`config.mk`:
```
export PLATFORM = sky130hd
export DESIGN_NAME = envelope_pwm_shaper
export DESIGN_NICKNAME = d
export VERILOG_FILES = /design/src/rtl/envelope_pwm_shaper.sv
export SDC_FILE = /design/constraint.sdc
export NUM_CORES = 1
export LEC_CHECK = 0
export ABC_AREA = 0
export CORE_ASPECT_RATIO = 0.9
export CORE_MARGIN = 2
export CORE_UTILIZATION = 25
export CTS_CLUSTER_DIAMETER = 60
export CTS_CLUSTER_SIZE = 10
export DETAILED_ROUTE_END_ITERATION = 10
export PLACE_DENSITY = 0.47
export RECOVER_POWER = 50
export SETUP_SLACK_MARGIN = 0.2
export SLEW_MARGIN = 20
export SYNTH_ARGS = -nofsm -noshare
export SYNTH_HDL_FRONTEND = slang
export SYNTH_SLANG_ARGS = --single-unit
```
`constraint.sdc`:
```
create_clock -name clk -period 2.86 [get_ports clk]
set_input_delay 0.429 -clock clk [delete_from_list [all_inputs] [get_ports clk]]
set_output_delay 0.429 -clock clk [all_outputs]
set_load 0.03 [all_outputs]
```
`src/rtl/envelope_pwm_shaper.sv`:
```
// ADSR envelope applied to a square-wave tone by PWM gating.
// Drives complementary speaker outputs; single clock domain.
module envelope_pwm_shaper #(
    parameter int unsigned LEVEL_W       = 8,
    parameter int unsigned ENV_DIV       = 64,
    parameter int unsigned ATTACK_STEP   = 16,
    parameter int unsigned DECAY_STEP    = 1,
    parameter int unsigned SUSTAIN_LEVEL = 96,
    parameter int unsigned RELEASE_STEP  = 2
) (
    input  logic               clk,
    input  logic               reset,
    input  logic               tone_in,
    input  logic               gate,
    output logic               pwm_out,
    output logic               pwm_out_n,
    output logic [LEVEL_W-1:0] level,
    output logic [2:0]         state,
    output logic               busy
);

    localparam int unsigned PW = $clog2(ENV_DIV);
    localparam logic [PW-1:0] PRESC_LAST = PW'(ENV_DIV - 1);
    localparam logic [LEVEL_W-1:0] MAX_L = '1;
    localparam logic [LEVEL_W-1:0] SUS_L = LEVEL_W'(SUSTAIN_LEVEL);
    localparam logic [LEVEL_W:0] ATT_E = (LEVEL_W+1)'(ATTACK_STEP);
    localparam logic [LEVEL_W:0] DEC_E = (LEVEL_W+1)'(DECAY_STEP);
    localparam logic [LEVEL_W:0] REL_E = (LEVEL_W+1)'(RELEASE_STEP);

    typedef enum logic [2:0] {
        IDLE    = 3'd0,
        ATTACK  = 3'd1,
        DECAY   = 3'd2,
        SUSTAIN = 3'd3,
        RELEASE = 3'd4
    } state_e;

    state_e             state_q;
    logic [LEVEL_W-1:0] level_q;
    logic [LEVEL_W-1:0] pwm_cnt_q;
    logic [PW-1:0]      presc_q;
    logic               gate_q;
    logic               pwm_q;
    logic               busy_q;

    logic               rise, fall, env_tick;
    logic [LEVEL_W:0]   att_sum, dec_raw, rel_raw;
    logic [LEVEL_W-1:0] att_d, dec_d, rel_d;

    assign rise     = gate & ~gate_q;
    assign fall     = ~gate & gate_q;
    assign env_tick = (presc_q == PRESC_LAST) & ~rise;

    // Extra top bit flags overflow/borrow so results saturate, never wrap
    assign att_sum = {1'b0, level_q} + ATT_E;
    assign dec_raw = {1'b0, level_q} - DEC_E;
    assign rel_raw = {1'b0, level_q} - REL_E;

    always_comb begin
        att_d = att_sum[LEVEL_W] ? MAX_L : att_sum[LEVEL_W-1:0];
        dec_d = dec_raw[LEVEL_W] ? '0 : dec_raw[LEVEL_W-1:0];
        if (dec_d < SUS_L) dec_d = SUS_L;
        rel_d = rel_raw[LEVEL_W] ? '0 : rel_raw[LEVEL_W-1:0];
    end

    always_ff @(posedge clk) begin
        if (reset) begin
            state_q   <= IDLE;
            level_q   <= '0;
            pwm_cnt_q <= '0;
            presc_q   <= '0;
            gate_q    <= 1'b0;
            pwm_q     <= 1'b0;
            busy_q    <= 1'b0;
        end else begin
            gate_q    <= gate;
            pwm_cnt_q <= pwm_cnt_q + 1'b1;
            pwm_q     <= tone_in & (pwm_cnt_q < level_q);
            if (rise || presc_q == PRESC_LAST) presc_q <= '0;
            else presc_q <= presc_q + 1'b1;

            if (rise) begin
                state_q <= ATTACK;
                busy_q  <= 1'b1;
            end else if (fall && (state_q == ATTACK ||
                                  state_q == DECAY ||
                                  state_q == SUSTAIN)) begin
                state_q <= RELEASE;
            end else if (env_tick) begin
                case (state_q)
                    ATTACK: begin
                        level_q <= att_d;
                        if (att_d == MAX_L) state_q <= DECAY;
                    end
                    DECAY: begin
                        level_q <= dec_d;
                        if (dec_d == SUS_L) state_q <= SUSTAIN;
                    end
                    RELEASE: begin
                        level_q <= rel_d;
                        if (rel_d == '0) begin
                            state_q <= IDLE;
                            busy_q  <= 1'b0;
                        end
                    end
                    default: ;
                endcase
            end
        end
    end

    assign pwm_out   = pwm_q;
    assign pwm_out_n = ~pwm_q;
    assign level     = level_q;
    assign state     = state_q;
    assign busy      = busy_q;

endmodule
```
Word level (Yosys, flattened, before mapping)
Cells that the tools add are included.
{"block": "word_totals", "mem_bits_ro": 0, "out_inout_bits": 14, "memories": 0, "latchBits": 0, "ff_bits": 28, "ram_bits": 0, "input_bits": 4}
{"block": "classes", "mul": 0, "reduce_logical": 21, "muxes": 17, "n_div": 0, "add_sub_neg": 5, "n_eq_ne": 17, "bitwise_logic": 9, "shift": 0, "magnitude_cmp": 2}
{"operator": "8-bit 2-to-1 mux", "count": 4}
{"operator": "8-bit one-hot mux with 3 select lines", "count": 1}
{"operator": "3-bit 2-to-1 mux", "count": 5}
{"operator": "5-bit AND reduction", "count": 3}
{"operator": "8-bit by 5-bit adder with 9-bit output (second input constant)", "count": 1}
{"operator": "3-bit one-hot mux with 3 select lines", "count": 1}
{"operator": "8-bit by 1-bit subtractor with 9-bit output (second input constant)", "count": 1}
{"operator": "8-bit by 2-bit subtractor with 9-bit output (second input constant)", "count": 1}
{"operator": "8-bit by 1-bit adder with 8-bit output (second input constant)", "count": 1}
{"operator": "8-bit by 7-bit equality test with 1-bit output (second input constant)", "count": 1}
{"operator": "8-bit equality test (second input constant)", "count": 1}
{"operator": "8-bit zero test", "count": 1}
{"operator": "8-bit by 7-bit less-than comparator with 1-bit output (second input constant)", "count": 1}
{"operator": "8-bit less-than comparator", "count": 1}
{"operator": "4-bit by 2-bit != test with 1-bit output (second input constant)", "count": 2}
{"operator": "4-bit AND reduction", "count": 2}
{"operator": "2-bit nonzero test", "count": 4}
{"operator": "6-bit by 1-bit adder with 6-bit output (second input constant)", "count": 1}
{"operator": "3-bit by 2-bit equality test with 1-bit output (second input constant)", "count": 2}
{"operator": "6-bit equality test (second input constant)", "count": 1}
{"operator": "1-bit 2-to-1 mux", "count": 6}
{"operator": "3-bit by 1-bit != test with 1-bit output (second input constant)", "count": 2}
{"operator": "3-bit nonzero test", "count": 2}
{"operator": "1-bit NOT", "count": 5}
{"operator": "other kinds (13)", "count": 21}

Depth between registers and ports, before layout
Gate-level depths: netlist of the first run.
{"block": "logic_depth", "word_depth": 10, "depth_mapped": 9}

Worst setup path after synthesis of the first run
OpenSTA, ideal clock, no wires.
{"block": "synth_path", "path_type": "flip-flop to flip-flop", "start": "register level_q[4] (netlist: level[4])", "end": "register state_q[0] (netlist: state[0])", "stages_incl_launch_ff": 10, "t_arrival_ns": 2.508, "period_less_slack_ns": 2.599, "t_required_ns": 2.769, "path_slack_ns": 0.261, "cell_sequence": "dfxtp_1 > clkbuf_1 > inv_1 > ha_1 > and4bb_2 > a211o_1 > a22oi_2 > o311ai_2 > a41o_1 > a311oi_1"}
{"block": "synth_between", "elab_chain_cells": 7}
{"element": "from (decl)", "line": "39", "rtl": "logic [LEVEL_W-1:0] level_q;"}
{"element": "from (signal assigned)", "line": "92", "rtl": "level_q <= att_d;"}
{"element": "from (signal assigned)", "line": "100", "rtl": "level_q <= rel_d;"}
{"element": "8-bit by 1-bit subtractor with 9-bit output", "line": "56", "rtl": "assign dec_raw = {1'b0, level_q} - DEC_E;"}
{"element": "8-bit 2-to-1 mux", "line": "61", "rtl": "dec_d = dec_raw[LEVEL_W] ? '0 : dec_raw[LEVEL_W-1:0];"}
{"element": "8-bit by 7-bit less-than comparator with 1-bit output", "line": "62", "rtl": "if (dec_d < SUS_L) dec_d = SUS_L;"}
{"element": "8-bit 2-to-1 mux", "line": "62"}
{"element": "8-bit by 7-bit equality test with 1-bit output", "line": "97", "rtl": "if (dec_d == SUS_L) state_q <= SUSTAIN;"}
{"element": "4-bit by 2-bit != test with 1-bit output (no source line)"}
{"element": "5-bit AND reduction (no source line) *"}
{"element": "to (signal assigned)", "line": "68", "rtl": "state_q <= IDLE;"}
{"element": "to (signal assigned)", "line": "97"}
{"element": "to (signal assigned)", "line": "102", "rtl": "state_q <= IDLE;"}
{"element": "to (decl)", "line": "38", "rtl": "state_e state_q;"}
Mark *: on every way between the ends. The rest lies on a longest branch, timed or not.
A chain may end at the register's enable or synchronous reset.

Worst setup path after layout of the first run
{"block": "layout_path", "start": "register level_q[1] (netlist: level[1])", "end": "register state_q[0] (netlist: state[0])"}
The elaborated chain is that of the path after synthesis.

==> results.yml, run 1 <==
sta:
  finalWorstPathRequiredPeriod_ns: 2.55
  hold_violations: 0
  unrepaired_setup_endpoints_after_global_routing: "no"
  share_of_the_cycle_needed_by_the_critical_path_after_routing_pct: 89.1
  slew_headroom_pct: 55.4
  tns_ns: 0
  fmaxAchievable_mhz: 392
  timing_max_transition_violations_final: 0
  max_slew.worst_pin.slew_ns: 0.670
  fin_skew_ns: 0.00348
  finalSetupViolCount: 0
critical_path:
  timing.critical_path.from_type: "flop"
  endpoint_kind: "flop"
  worstSetupPathType: "flop to flop"
  worst_ep_arrival_time_ns: 2.74
  critical_path_required_ns: 3.05
  crit_fanout: 8
routing:
  dr.pass1.iters: 4
  detail_route.iter0.violations: 121
  drc: 0
  drt_wl_total_um: 5120
  routedWlPerCell_um: 14.5
  drt.antenna.violating_nets: 0
  drt-vias-per-instance: 4.98
  route.vias.total: 1758
clock_tree:
  cts_tree: "done"
  insertion_delay_ns: 0.27
  clock_path_buffers: 2
  ctsRootBufferMaster: "sky130_fd_sc_hd__clkbuf_8"
  post_cts.repair.setup_buffers: 0
  cts_sinks: 28
  cts-htree-levels: 1
  post_cts_clock_slew_at_the_launch_and_capture_registers_of_the_worst_setup_and_hold_paths_ns: 0.10
  holdBufCountCts: 0
  cts_made_buffers: 3
placed_design:
  routability_driven_placement_congestion_ratio: 0.853
  placed_cell_area_um2: 2250
  dpl.cell_count: 349
  place.detailed.hpwl_um: 3960
  port_buffers: 17
synthesis:
  synth_ff_type: "sky130_fd_sc_hd__dfxtp_1"
  synth_async_sr_flop_share_pct: 0
  syn_nets: 257
  synth_xor_xnor_area_share_pct: 6.26
  synthTopCellsByArea: "sky130_fd_sc_hd__dfxtp_1 29%, sky130_fd_sc_hd__ha_1 9.6%, sky130_fd_sc_hd__nor2_1 4.6%, sky130_fd_sc_hd__o21ai_0 4.3%, sky130_fd_sc_hd__xnor2_1 3.6%"
  synth_top_cell_by_area: "sky130_fd_sc_hd__dfxtp_1"
  synth-warning-count: 0
  muxShareOfSynthArea_pct: 1.02
  ys_seq_area_share_pct: 28.6
  yosys.area_share.simple_pct: 25.4
  post_synthesis_cell_area_um2: 1960
  synthCells: 238
  share_of_yosys_cell_area_claimed_by_the_top_area_cell_type_pct: 28.6
  syn_area_per_cell_um2: 8.23
  ys_ff_latch: 28
  synth_compound_gate_area_share_pct: 24.8
  synth_edf_count: 0
  post_synth_fa_ha_maj_area_fraction_pct: 9.58
  synth_top_family_by_area: "simple AND/OR/NAND/NOR gates"
  netlist-cell-type-count: 60
pwr:
  power.leakage_uw: 0.000864
  power-per-cell-area_nw_per_um2: 315
  power.ir.vdd_worst_mv: 0.191
global_routing:
  grt_pass1_wl_um: 8600
  grt.overflow.total: 0
  grt_max_degree: 16
  grt.total_usage_pct: 12.5
  first_global_vias: 1636
  grt_antenna_before_repair: 0
job:
  drv.max_cap_violation_count: 0
hold_path:
  hold_path_class: "flop to flop"
floorplan:
  rows: 30
  die_area_um2: 8560
  design.portCount: 18
  core_region_area_um2: 7580
  die_width_um: 97.3
  die_h_um: 88.0
  initial_core_util_pct: 25.8
layout:
  flow.area_growth_from_synthesis_pct: 17.8
  stdcell_area_um2: 2310
  n_fill_cell: 822
  ratio_of_cells_with_drive_above_1_in_the_final_layout_pct: 9.73
  post_layout_cell_count: 353
  finish.net_count: 277
  antenna_diode_instance_count: 0
status:
  run_status: "finished, final reports clean"
report_power, final:
part / internal, µW / leakage (µW) / switching (µW)
clock: 123 / 0.0000288 / 131
sequential: 399 / 0.000228 / 9.65
combinational: 27.8 / 0.000608 / 34.5
total: 551 / 0.000864 / 175
Yosys cell counts (all sizes together) (3+ instances only):
master,number
nand4,3
o21ai,18
nand2b,9
a31oi,4
xnor2,8
nor2,24
a21oi,12
and3,6
nand3,11
ha,15
and2,3
nor3,4
xor2,6
nor2b,5
nor3b,3
inv,13
dfxtp,28
nand2,14
o211ai,4
a21o,4
clkbuf,5
final cells by class:
cell class              count  area (µm²)  area share [%]
inverters                  13        48.8            2.12
multi-input cells         190        1320            57.1
well taps                  96         120            5.21
repair buffers             22         204            8.84
flip-flops and latches     28         562            24.4
clock buffers               4        55.1            2.39
path summary, 6_finish.rpt:
kind | startpoint | to | slack (ns) | cells after the start
max | level[1] | state[0] | 0.31 | 8
min reg2reg | presc_q[0] | presc_q[0] | 0.45 | 1
min | presc_q[0] | presc_q[0] | 0.45 | 1
max reg2reg | level[1] | state[0] | 0.31 | 8
metal layers:
layer  routed length, µm  vias up  GRT usage, %
met5                   0        -             0
met4                  17        0          2.02
met2                2240       30          18.5
li1                    -      912             -
met1                2610      814          18.7
met3                 249        2          2.79
kinds of logic after synthesis:
family	count (synthesis)
flip-flops	28
XOR/XNOR	14
multiplexers	2
adder cells (fa/ha/maj)	15
buffers and inverters	20
AO/OA/AOI/OAI	68
AND/OR/NAND/NOR	91
state kept, by name (all words and copies together) (netlist names):
| name | cells |
|---|---|
| pwm_out | 1 |
| pwm_cnt_q | 8 |
| presc_q | 6 |
| level | 8 |
| busy | 1 |
| state | 3 |
| gate_q | 1 |
placed cells by master (no fill, tap or decap), types with 3 or more instances in the layout:
cell type                         netlist  layout
sky130_fd_sc_hd__o21ai_0               17      17
sky130_fd_sc_hd__dfxtp_1               28      27
sky130_fd_sc_hd__nor2_1                24      24
sky130_fd_sc_hd__xnor2_1                8       8
sky130_fd_sc_hd__nor2b_1                5       5
sky130_fd_sc_hd__ha_1                  15      14
sky130_fd_sc_hd__a21o_1                 4       4
sky130_fd_sc_hd__clkbuf_8               0       4
sky130_fd_sc_hd__a21oi_1               11      11
sky130_fd_sc_hd__o211ai_1               4       4
sky130_fd_sc_hd__xor2_1                 6       6
sky130_fd_sc_hd__nand3_1               10      10
sky130_fd_sc_hd__nand2b_1               9       9
sky130_fd_sc_hd__a31oi_1                4       4
sky130_fd_sc_hd__nand4_1                3       3
sky130_fd_sc_hd__dlygate4sd3_1          0       6
sky130_fd_sc_hd__and3_1                 6       6
sky130_fd_sc_hd__inv_1                 13      13
sky130_fd_sc_hd__clkdlybuf4s50_1        0      11
sky130_fd_sc_hd__buf_4                  0       4
sky130_fd_sc_hd__nor3_1                 3       3
sky130_fd_sc_hd__nand2_1               14      14
worst max-delay path: stages, from the launching register on:
cell and delay, ns:
sky130_fd_sc_hd__dfxtp_1 0.47, sky130_fd_sc_hd__inv_1 0.16, sky130_fd_sc_hd__ha_1 0.23, sky130_fd_sc_hd__and2_4 0.17
sky130_fd_sc_hd__or4_1 0.51, sky130_fd_sc_hd__a22oi_2 0.27, sky130_fd_sc_hd__o311ai_2 0.18, sky130_fd_sc_hd__a41o_1 0.24
sky130_fd_sc_hd__a311oi_1 0.23
per-stage QoR:
step	total power, µW	util, %	setup WS, ns	hold slack, ns
4_1_cts	746	30.4	0.289	0.455
3_3_place_gp	484	29.7	0.342	0.435
3_5_place_dp	483	29.7	0.338	0.438
5_1_grt	766	30.4	0.129	0.502
2_1_floorplan	458	-	0.261	0.413
6_report	726	30.4	0.311	0.454
timing repair:
action | CTS | global route
endpoints found under the hold margin | 0 | 0
setup endpoints to repair | 0 | 6
gates resized for setup | 0 | 3
Power figures use the tool's default switching activity.
==> run 2: changes to the inputs <==
--- a/config.mk
+++ b/config.mk
@@ -12,6 +12,7 @@
 export CTS_CLUSTER_DIAMETER = 60
 export CTS_CLUSTER_SIZE = 10
 export DETAILED_ROUTE_END_ITERATION = 10
+export GPL_ROUTABILITY_DRIVEN = 0
 export PLACE_DENSITY = 0.47
 export RECOVER_POWER = 50
 export SETUP_SLACK_MARGIN = 0.2
==> results of run 2 <==
The final DEF is identical to that of run 1; final timing and power are the same.
==> run 3: changes to the inputs <==
--- a/config.mk
+++ b/config.mk
@@ -8,12 +8,12 @@
 export ABC_AREA = 0
 export CORE_ASPECT_RATIO = 0.9
 export CORE_MARGIN = 2
-export CORE_UTILIZATION = 25
+export CORE_UTILIZATION = 57
 export CTS_CLUSTER_DIAMETER = 60
 export CTS_CLUSTER_SIZE = 10
 export DETAILED_ROUTE_END_ITERATION = 10
 export GPL_ROUTABILITY_DRIVEN = 0
-export PLACE_DENSITY = 0.47
+export PLACE_DENSITY = 0.78
 export RECOVER_POWER = 50
 export SETUP_SLACK_MARGIN = 0.2
 export SLEW_MARGIN = 20
==> run 3 against run 2 <==
Effect of this change:
- setup slack better by 0.012 ns
- critical path type unchanged
- first-iteration DRC count increased by 0.83%
- final cell count decreased by 15%
- critical endpoint unchanged
==> results.yml, run 3 (synthesized netlist as in run 1, its figures left out) <==
critical_path:
  timing.critical_path.from_type: "flop"
  endpoint_kind: "flop"
  crit_end: "state[0]"
  crit_fanout: 8
  reg2regPathDepth: 8
  r2r_setup_slk_ns: 0.32
  worstSetupPathType: "flop to flop"
  critical_path.startpoint: "level[1]"
  worst_ep_arrival_time_ns: 2.74
  critical_path_required_ns: 3.06
  worst_r2r_endpoint: "state[0]"
  regToRegStartpoint: "level[1]"
sta:
  share_of_the_cycle_needed_by_the_critical_path_after_routing_pct: 88.7
  timing_max_transition_violations_final: 0
  fmaxAchievable_mhz: 394
  final.hold.worst_slack_ns: 0.448
  finalWorstPathRequiredPeriod_ns: 2.54
  tns_ns: 0
  unrepaired_setup_endpoints_after_global_routing: "no"
  hold_violations: 0
  slew_headroom_pct: 58.3
  finalSetupViolCount: 0
  fin_skew_ns: 0.00662
  max_slew.worst_pin.slew_ns: 0.617
routing:
  drc: 0
  drt_wl_total_um: 4490
  dr.pass1.iters: 4
  detail_route.iter0.violations: 122
  route.vias.total: 1766
  drt-vias-per-instance: 5.89
  drt.antenna.violating_nets: 0
  routedWlPerCell_um: 15.0
global_routing:
  grt_max_degree: 17
  grt.total_usage_pct: 25.5
  grt_antenna_before_repair: 0
  grt_pass1_wl_um: 7600
  first_global_vias: 1621
  grt.overflow.total: 0
clock_tree:
  ctsRootBufferMaster: "sky130_fd_sc_hd__clkbuf_8"
  post_cts.repair.setup_buffers: 0
  cts_tree: "done"
  clock_path_buffers: 2
  cts_resized: 0
  cts-htree-levels: 1
  holdBufCountCts: 0
  insertion_delay_ns: 0.29
  post_cts_clock_slew_at_the_launch_and_capture_registers_of_the_worst_setup_and_hold_paths_ns: 0.10
  cts_made_buffers: 3
  cts_sinks: 28
placed_design:
  place.detailed.hpwl_um: 3400
  port_buffers: 17
  dpl.cell_count: 296
pwr:
  power.ir.vdd_worst_mv: 0.262
  power-per-cell-area_nw_per_um2: 353
  power.leakage_uw: 0.000867
layout:
  flow.area_growth_from_synthesis_pct: 14.8
  n_fill_cell: 298
  layout_commonest_cell: "sky130_fd_sc_hd__dfxtp_1"
  antenna_diode_instance_count: 0
  most-common-layout-cells: "27 x sky130_fd_sc_hd__dfxtp_1, 24 x sky130_fd_sc_hd__nor2_1, 17 x sky130_fd_sc_hd__o21ai_0"
  post_layout_cell_count: 300
  ratio_of_cells_with_drive_above_1_in_the_final_layout_pct: 8.98
  finish.net_count: 276
job:
  drv.max_cap_violation_count: 0
hold_path:
  hold_path_class: "flop to flop"
  min_path_cells: 1
floorplan:
  die_area_um2: 3920
  die_h_um: 59.6
  rows: 20
  die_width_um: 65.8
  design.portCount: 18
  core_region_area_um2: 3330
  initial_core_util_pct: 58.8
status:
  run_status: "finished, final reports clean"
## run 3: changes by cell type in the layout (fill, tap and decap cells not counted)
| cell | delta |
|---|---|
| sky130_fd_sc_hd__buf_4 | -1 |
| sky130_fd_sc_hd__bufinv_16 | +1 |
| sky130_fd_sc_hd__clkbuf_8 | -1 |
| sky130_fd_sc_hd__ha_1 | +1 |
| sky130_fd_sc_hd__ha_2 | -1 |
## run 3: how the worst min path moves through the flow
| stage | from | endpoint |
|---|---|---|
| final | presc_q[0] | presc_q[0] |
| after global routing | presc_q[0] | presc_q[0] |
| after CTS | presc_q[0] | presc_q[0] |
| after detailed placement | presc_q[0] | presc_q[0] |
| after global placement | presc_q[0] | presc_q[0] |
| after floorplan | presc_q[0] | presc_q[0] |
## run 3: area by class of cell
class / instances / area (µm²) / area share (%)
tap: 44 / 55.1 / 2.45
clock inverter: 1 / 30.0 / 1.34
timing repair buffer: 21 / 196 / 8.74
multi-input combinational: 190 / 1310 / 58.5
clock buffer: 3 / 41.3 / 1.84
inverter: 13 / 48.8 / 2.17
sequential: 28 / 562 / 25.0
## run 3: stage by stage
step | util [%] | power, µW | worst slack [ns] | cell area (µm²)
floorplan | - | 458 | 0.261 | 1960
global placement | 65.5 | 481 | 0.383 | 2180
detailed placement | 65.5 | 481 | 0.358 | 2180
CTS | 67.6 | 801 | 0.322 | 2250
global route | 67.5 | 825 | 0.187 | 2250
finish | 67.5 | 793 | 0.323 | 2250
## run 3: metal layers
metal  global-route usage (%)  vias to the layer above  part of all wire [%]
met5                        0                        -                     0
met4                     8.33                        0                   1.1
met3                     4.18                        5                   6.7
met2                     36.7                       64                    44
met1                     38.6                      786                    49
li1                         -                      911                     -
## run 3: where the power goes
part / switching [µW] / internal (µW) / leakage, µW
clock: 135 / 188 / 0.0000357
combinational: 32.8 / 27.8 / 0.000603
sequential: 9.72 / 399 / 0.000228
## run 3: critical path: stages (launching register included)
cell	delay (ns)
sky130_fd_sc_hd__dfxtp_1	0.47
sky130_fd_sc_hd__inv_1	0.15
sky130_fd_sc_hd__ha_1	0.22
sky130_fd_sc_hd__and2_4	0.17
sky130_fd_sc_hd__or4_1	0.50
sky130_fd_sc_hd__a22oi_2	0.27
sky130_fd_sc_hd__o311ai_2	0.17
sky130_fd_sc_hd__a41o_1	0.24
sky130_fd_sc_hd__a311oi_1	0.25
